File: src/rtl/vend_controller.sv
// Vending transaction controller: accumulates coin credit, runs the dispenser req/ack
// handshake, then pays change one rupee per cycle. Cancel and inactivity both refund.
module vend_controller #(
  parameter int PRICE_A    = 3,
  parameter int PRICE_B    = 5,
  parameter int MAX_CREDIT = 15,
  parameter int CREDIT_W   = 4,
  parameter int TIMEOUT    = 200
) (
  input  logic                clk,
  input  logic                rst,
  input  logic [1:0]          coin_in,
  input  logic [1:0]          sel,
  input  logic                disp_ack,
  output logic                disp_req,
  output logic                disp_item,
  output logic                change_out,
  output logic                coin_reject,
  output logic                low_credit,
  output logic [CREDIT_W-1:0] credit,
  output logic                busy
);

  localparam int TO_W = $clog2(TIMEOUT + 1);

  localparam logic [CREDIT_W-1:0] PRICE_A_C  = CREDIT_W'(PRICE_A);
  localparam logic [CREDIT_W-1:0] PRICE_B_C  = CREDIT_W'(PRICE_B);
  localparam logic [CREDIT_W:0]   MAX_C      = (CREDIT_W + 1)'(MAX_CREDIT);
  localparam logic [TO_W-1:0]     TO_LAST    = TO_W'(TIMEOUT - 1);

  typedef enum logic [1:0] {
    S_IDLE,
    S_CREDIT,
    S_DISPENSE,
    S_CHANGE
  } state_e;

  typedef enum logic [1:0] {
    SEL_NONE   = 2'b00,
    SEL_A      = 2'b01,
    SEL_B      = 2'b10,
    SEL_CANCEL = 2'b11
  } sel_e;

  state_e              state_q, state_d;
  logic [CREDIT_W-1:0] credit_q, credit_d;
  logic [TO_W-1:0]     to_cnt_q, to_cnt_d;
  logic                disp_req_q, disp_req_d;
  logic                disp_item_q, disp_item_d;
  logic                change_q, change_d;
  logic                reject_q, reject_d;
  logic                low_q, low_d;
  logic                busy_q, busy_d;

  logic [CREDIT_W:0]   coin_val;
  logic [CREDIT_W:0]   coin_sum;
  logic                coin_valid;
  logic                sel_product;
  logic [CREDIT_W-1:0] sel_price;
  logic [CREDIT_W-1:0] item_price;
  logic [CREDIT_W-1:0] remainder;

  always_comb begin
    coin_val = '0;
    case (coin_in)
      2'b01:   coin_val = (CREDIT_W + 1)'(1);
      2'b10:   coin_val = (CREDIT_W + 1)'(2);
      2'b11:   coin_val = (CREDIT_W + 1)'(5);
      default: coin_val = '0;
    endcase
  end

  // One extra bit so an over-limit sum is detected instead of wrapping.
  assign coin_sum    = {1'b0, credit_q} + coin_val;
  assign coin_valid  = (coin_in != 2'b00);
  assign sel_product = (sel == SEL_A) || (sel == SEL_B);
  assign sel_price   = (sel == SEL_B) ? PRICE_B_C : PRICE_A_C;
  assign item_price  = disp_item_q ? PRICE_B_C : PRICE_A_C;
  assign remainder   = credit_q - item_price;

  // NOTE: every variable assigned here gets a default first so no path leaves it
  // unassigned; otherwise synthesis infers a latch to hold the old value.
  always_comb begin
    state_d     = state_q;
    credit_d    = credit_q;
    to_cnt_d    = '0;
    disp_req_d  = disp_req_q;
    disp_item_d = disp_item_q;
    change_d    = 1'b0;
    reject_d    = 1'b0;
    low_d       = 1'b0;

    case (state_q)
      S_IDLE: begin
        credit_d = '0;
        // A coin wins over a selection made in the same cycle.
        if (coin_valid) begin
          credit_d = coin_val[CREDIT_W-1:0];
          state_d  = S_CREDIT;
        end else if (sel_product) begin
          low_d = 1'b1;
        end
      end

      S_CREDIT: begin
        if (coin_valid) begin
          if (coin_sum <= MAX_C) credit_d = coin_sum[CREDIT_W-1:0];
          else                   reject_d = 1'b1;
        end else if (sel_product) begin
          if (credit_q >= sel_price) begin
            state_d     = S_DISPENSE;
            disp_req_d  = 1'b1;
            disp_item_d = (sel == SEL_B);
          end else begin
            low_d = 1'b1;
          end
        end else if (sel == SEL_CANCEL) begin
          state_d = S_CHANGE;
        end else if (to_cnt_q == TO_LAST) begin
          state_d = S_CHANGE;
        end else begin
          to_cnt_d = to_cnt_q + TO_W'(1);
        end
      end

      S_DISPENSE: begin
        reject_d = coin_valid;
        if (disp_ack && disp_req_q) begin
          credit_d   = remainder;
          disp_req_d = 1'b0;
          state_d    = (remainder != '0) ? S_CHANGE : S_IDLE;
        end
      end

      S_CHANGE: begin
        reject_d = coin_valid;
        change_d = 1'b1;
        credit_d = credit_q - CREDIT_W'(1);
        if (credit_q <= CREDIT_W'(1)) begin
          credit_d = '0;
          state_d  = S_IDLE;
        end
      end

      default: begin
        state_d    = S_IDLE;
        credit_d   = '0;
        disp_req_d = 1'b0;
      end
    endcase

    busy_d = (state_d == S_DISPENSE) || (state_d == S_CHANGE);
  end

  // NOTE: sequential state uses non-blocking assignments so every register samples
  // the pre-edge values, independent of statement order.
  always_ff @(posedge clk or negedge rst) begin
    if (!rst) begin
      state_q     <= S_IDLE;
      credit_q    <= '0;
      to_cnt_q    <= '0;
      disp_req_q  <= 1'b0;
      disp_item_q <= 1'b0;
      change_q    <= 1'b0;
      reject_q    <= 1'b0;
      low_q       <= 1'b0;
      busy_q      <= 1'b0;
    end else begin
      state_q     <= state_d;
      credit_q    <= credit_d;
      to_cnt_q    <= to_cnt_d;
      disp_req_q  <= disp_req_d;
      disp_item_q <= disp_item_d;
      change_q    <= change_d;
      reject_q    <= reject_d;
      low_q       <= low_d;
      busy_q      <= busy_d;
    end
  end

  assign disp_req    = disp_req_q;
  assign disp_item   = disp_item_q;
  assign change_out  = change_q;
  assign coin_reject = reject_q;
  assign low_credit  = low_q;
  assign credit      = credit_q;
  assign busy        = busy_q;

endmodule

File: config.mk
export PLATFORM = sky130hd
export DESIGN_NAME = vend_controller
export DESIGN_NICKNAME = d
export VERILOG_FILES = /design/src/rtl/vend_controller.sv
export SDC_FILE = /design/constraint.sdc
export NUM_CORES = 1
export LEC_CHECK = 0
export ABC_CLOCK_PERIOD_IN_PS = 3700
export BUFFER_PORTS_ARGS = -buffer_cell sky130_fd_sc_hd__buf_4
export CELL_PAD_IN_SITES_DETAIL_PLACEMENT = 1
export CELL_PAD_IN_SITES_GLOBAL_PLACEMENT = 2
export CORE_MARGIN = 3
export CORE_UTILIZATION = 41
export CTS_BUF_LIST = sky130_fd_sc_hd__clkbuf_8
export DETAILED_ROUTE_END_ITERATION = 10
export HOLD_SLACK_MARGIN = 0.15
export PLACE_DENSITY_LB_ADDON = 0.1
export SETUP_SLACK_MARGIN = 0.3
export SYNTH_ARGS = -nofsm -noshare
export SYNTH_HDL_FRONTEND = slang
export SYNTH_SLANG_ARGS = --single-unit
File: constraint.sdc
create_clock -name clk -period 3.7 [get_ports clk]
set_input_delay 0.185 -clock clk [delete_from_list [all_inputs] [get_ports clk]]
set_output_delay 0.185 -clock clk [all_outputs]
set_load 0.02 [all_outputs]
### Word level (Yosys, flattened, before mapping)

Index checks and enable logic that the tools add are counted.

| word-level totals | value |
|---|---|
| output and inout bits | 10 |
| register bits | 20 |
| memory bits (writable) | 0 |
| latch bits | 0 |
| input port bits | 7 |
| memories | 0 |
| bits in read-only memories | 0 |

| operators by class | value |
|---|---|
| equal/unequal tests | 18 |
| add/subtract/negate cells | 4 |
| mux-type cells | 39 |
| order comparisons | 3 |
| multiply operators | 0 |
| shifts and indexed selects | 0 |
| reductions and logical operators | 11 |
| div/mod/pow operators | 0 |
| bitwise logic cells | 1 |

Operators by type and width:

| kind | number |
|---|---|
| $mux 8 | 5 |
| $mux 4 | 5 |
| $mux 2 | 9 |
| $eq 2x2->1 const B | 8 |
| $pmux 4 s4 | 1 |
| $mux 1 | 12 |
| $ne 2x2->1 const B | 6 |
| $pmux 3 s3 | 1 |
| $add 8x1->8 const B | 1 |
| $eq 8x8->1 const B | 1 |
| $pmux 2 s4 | 1 |
| $eq 2x1->1 const B | 3 |
| $mux 3 | 2 |
| $pmux 1 s2 | 3 |
| $add 4x5->5 | 1 |
| $le 5x4->1 const B | 1 |
| $reduce_and 5->1 | 1 |
| $ge 4x3->1 | 1 |
| $le 4x1->1 const B | 1 |
| $reduce_and 4->1 | 1 |
| $reduce_bool 2->1 | 2 |
| $reduce_bool 4->1 | 1 |
| $sub 4x1->4 const B | 1 |
| $sub 4x3->4 | 1 |
| other kinds (6) | 7 |

### Longest topological paths before layout

| depth | value |
|---|---|
| depth in word-level cells | 9 |
| mapped depth | 9 |
| depth with buffers taken out | 8 |

### Worst setup path after synthesis

Ideal clock, no wire load.

| timing path | value |
|---|---|
| path type | flip-flop to flip-flop |
| start point | reg credit_q[0] (netlist: credit[0]) |
| end point | reg credit_q[1] (netlist: credit[1]) |
| clock period less this slack | 2.148 ns |
| data arrival time | 2.044 ns |
| path buffers | 0 |
| library setup time | 0.104 ns |
| stages on the path, launching flop included | 9 |
| slack | 1.552 ns |
| cell sequence | dfrtp_1 ha_1 inv_1 fa_1 nor2b_1 o21ai_1 o31ai_2 a21oi_1 a221oi_1 |

| on the way | value |
|---|---|
| word-level cells in the longest chain between the ends | 4 |
| elaborated cells on any way between the ends | 12 |

Ends and longest elaborated chain:

| what | line | source |
|---|---|---|
| start, declared | 46 | `logic [CREDIT_W-1:0] credit_q, credit_d;` |
| start signal, assigned | 170 | `credit_q <= credit_d;` |
| $add 4x5->5 | 74 | `assign coin_sum = {1'b0, credit_q} + coin_val;` |
| $le 5x4->1 / $mux 4 (equally long branches) | 107 | `if (coin_sum <= MAX_C) credit_d = coin_sum[CREDIT_W-1:0];` |
| $ne 2x2->1 (no line) / $mux 4 (equally long branches) | n/a |  |
| $reduce_and 3->1 (no line) / $pmux 4 s4 (equally long branches) | n/a |  |

Parallel ways exist; a longest one is shown, timed or not. The select of a mux whose other input is x is not followed.
A chain may end at the register's enable or synchronous reset.

### Final worst setup path

Same ends and word-level chain as after synthesis.

==> results.json <==
{
  "status": "finished, final reports clean",
  "vias_per_cell": 5.62,
  "synth_area_leaders": "dfrtp_1 (34%), ha_1 (12%), xor2_1 (4.4%)",
  "synth_cell_type_count": 47,
  "tightest_slew_ns": 0.636,
  "cts_resized": 0,
  "fmax_mhz": 404,
  "wl_per_cell_um": 17.4,
  "clk_path_buf_depth": 2,
  "drive_gt1_share_pct": 22.6,
  "post-route-drc-count": 0,
  "hp-start": "disp_ack",
  "final_util_pct": 50.1,
  "grt_max_degree": 20,
  "relSlewSlack_pct": 57.3,
  "yosys.area_share.xor_xnor_pct": 6.94,
  "power_density_mw_per_mm2": 772,
  "avgSynthCellArea_um2": 9.71,
  "rr_startpoint": "credit[0]",
  "switchingPower_uw": 573,
  "cts_buffers": 3,
  "gr-total-overflow": 0,
  "clk_pin_slew_worst_paths_ns": 0.08,
  "die_h_um": 64.2,
  "dr.pass1.iters": 4,
  "ys_seq_area_share_pct": 34.2,
  "crit_fanout": 9,
  "worstSetupStartpoint": "credit[0]",
  "finalSetupTns_ns": 0,
  "grt_pass1_vias": 1199,
  "antenna_found_initial": 0,
  "synthesis.nets": 165,
  "num-nets-final": 182,
  "power.internal_uw": 647,
  "synth_compound_area_share_pct": 16.7,
  "synth_top_area_share_pct": 34.2,
  "netlist_area_mm2": 0.00139,
  "insertion_delay_ns": 0.26,
  "port-buffer-count": 16,
  "pwr-share-clk_pct": 11.6,
  "ioPinCount": 17,
  "drt_iter0_markers": 71,
  "hold_violations": 0,
  "fin_crit_ns": 2.47,
  "synth.most_common_cell": "dfrtp_1",
  "worstPathRequired_ns": 3.85,
  "yosys.area_share.simple_pct": 21.4,
  "detail_route.wirelength_mm": 3.52,
  "drv_cap": 0,
  "endpoint_kind": "register",
  "insertedDiodeCount": 0,
  "core-area_mm2": 0.00315,
  "gp_congestion": 0.849,
  "critPathKind": "reg2reg",
  "die_width_um": 64.2,
  "die-area_mm2": 0.00412,
  "cellLeakagePower_nw": 0.739,
  "start_util_pct": 44.0,
  "sequentialPowerShare_pct": 30.7,
  "peakVddDrop_mv": 0.295,
  "ant_nets": 0,
  "synth_top_family_by_area": "simple AND/OR/NAND/NOR gates",
  "cts_tree": "built",
  "synth-async-reset-ratio_pct": 100,
  "slew_violations": 0,
  "fin_crit_sh_pct": 66.9,
  "power_switching_share_pct": 47.0,
  "pwr-share-comb_pct": 57.8,
  "yosys_warnings": 0,
  "fin_skew_ns": 0.00931,
  "synth_top_cell_by_area": "dfrtp_1",
  "critPathArrivalTime_ns": 2.62,
  "startpoint_type": "register",
  "synth_edf_count": 0,
  "row_count": 20,
  "cts_num_sinks": 19,
  "rsz0062_at_grt": "no",
  "grtUsageTotal_pct": 19.0,
  "placed_area_mm2": 0.00153,
  "stdcell_area_mm2": 0.00158,
  "synthFlopType": "dfrtp_1",
  "synth_cells": 143,
  "htreeDepth": 1,
  "grt_pass1_wl_mm": 6.16,
  "setup_viol": 0,
  "ys_top_cells_by_count": "dfrtp_1 (19), ha_1 (13), nor2_1 (11)",
  "synthAdderAreaFrac_pct": 14.6,
  "vias": 1140,
  "dp_hpwl_mm": 2.72,
  "root_buffer": "clkbuf_8",
  "syn_to_final_growth_pct": 13.8,
  "muxShareOfSynthArea_pct": 0.721,
  "hold_class": "in2reg",
  "synth_seq_cells": 19
}
==> flip-flops by register name, indices dropped and copies added, names as in the netlist <==
register / count
disp_req: 1
change_out: 1
coin_reject: 1
low_credit: 1
to_cnt_q: 8
credit: 4
state_q: 1
disp_item: 1
busy: 1
==> per-layer routing <==
metal	GRT usage [%]	share of wire [%]
met1	27.8	50
met2	28.8	45
met3	4.22	3.6
met4	3.17	0.91
met5	0	0
==> per-stage QoR <==
| stage | hold WS, ns | setup slack [ns] | total power, mW | std cells |
|---|---|---|---|---|
| final | 0.220 | 1.23 | 1.22 | 203 |
| after detailed placement | 0.0802 | 1.33 | 1.08 | 198 |
| after global placement | 0.0784 | 1.50 | 1.06 | 198 |
| after CTS | 0.217 | 1.29 | 1.22 | 203 |
| after global routing | 0.235 | 1.02 | 1.33 | 203 |
| after floorplan | -0.111 | 1.55 | 0.867 | 143 |
==> logic make-up (layout without fill, tap and decap cells) <==
| kind of cell | count (synthesis) | count (layout) |
|---|---|---|
| AO/OA/AOI/OAI | 30 | 30 |
| buffers and inverters | 15 | 31 |
| flip-flops | 19 | 19 |
| AND/OR/NAND/NOR | 52 | 52 |
| adder cells (fa/ha/maj) | 15 | 15 |
| XOR/XNOR | 11 | 11 |
| multiplexers | 1 | 1 |
==> critical path, cell delays in order, from the launching register on <==
cell	delay, ns
dfrtp_1	0.53
ha_1	0.27
inv_1	0.07
fa_1	0.40
nor2b_1	0.12
o21ai_1	0.10
o31ai_2	0.52
a21oi_1	0.09
a221oi_1	0.27
==> power by group through the flow <==
stage	registers (mW)	logic (mW)	clock network, mW
3_3_place_gp	0.374	0.682	0
2_1_floorplan	0.379	0.487	0
4_1_cts	0.373	0.704	0.147
3_5_place_dp	0.376	0.700	0
5_1_grt	0.391	0.787	0.155
6_report	0.374	0.705	0.141
==> layout make-up <==
type | instances | area, um^2
Tap cell | 44 | 55.1
Timing Repair Buffer | 17 | 130
Multi-Input combinational cell | 109 | 837
Sequential cell | 19 | 475
Clock inverter | 1 | 3.75
Inverter | 10 | 37.5
Fill cell | 377 | 1570
Clock buffer | 3 | 41.3
==> placed cells by master, fill, tap and decap left out, types with 3 or more instances in the layout <==
| cell | synthesis | layout |
|---|---|---|
| a211o_1 | 3 | 3 |
| a21o_1 | 4 | 4 |
| a21oi_1 | 5 | 5 |
| buf_4 | 1 | 16 |
| clkbuf_8 | 0 | 3 |
| dfrtp_1 | 19 | 19 |
| ha_1 | 13 | 13 |
| inv_1 | 9 | 10 |
| nand2_1 | 9 | 9 |
| nand3_1 | 5 | 5 |
| nor2_1 | 11 | 11 |
| nor2_2 | 7 | 7 |
| nor3_1 | 3 | 3 |
| o21ai_1 | 3 | 3 |
| xnor2_1 | 4 | 4 |
| xor2_1 | 7 | 7 |
==> what timing repair did <==
item	4_1_cts	5_1_grt
hold endpoints to repair	19	0
hold buffers	1	0
setup buffers	0	0
==> path summary, 6_finish.rpt <==
check	depth (start not counted)	slack (ns)	endpoint
max	8	1.23	credit[1]
min	3	0.22	disp_req
max reg2reg	8	1.23	credit[1]
min reg2reg	1	0.52	disp_req
max in group asynchronous	2	3.14	to_cnt_q[0]
min in group asynchronous	2	0.34	credit[0]
Note: power is estimated with default switching activity, not from simulation.
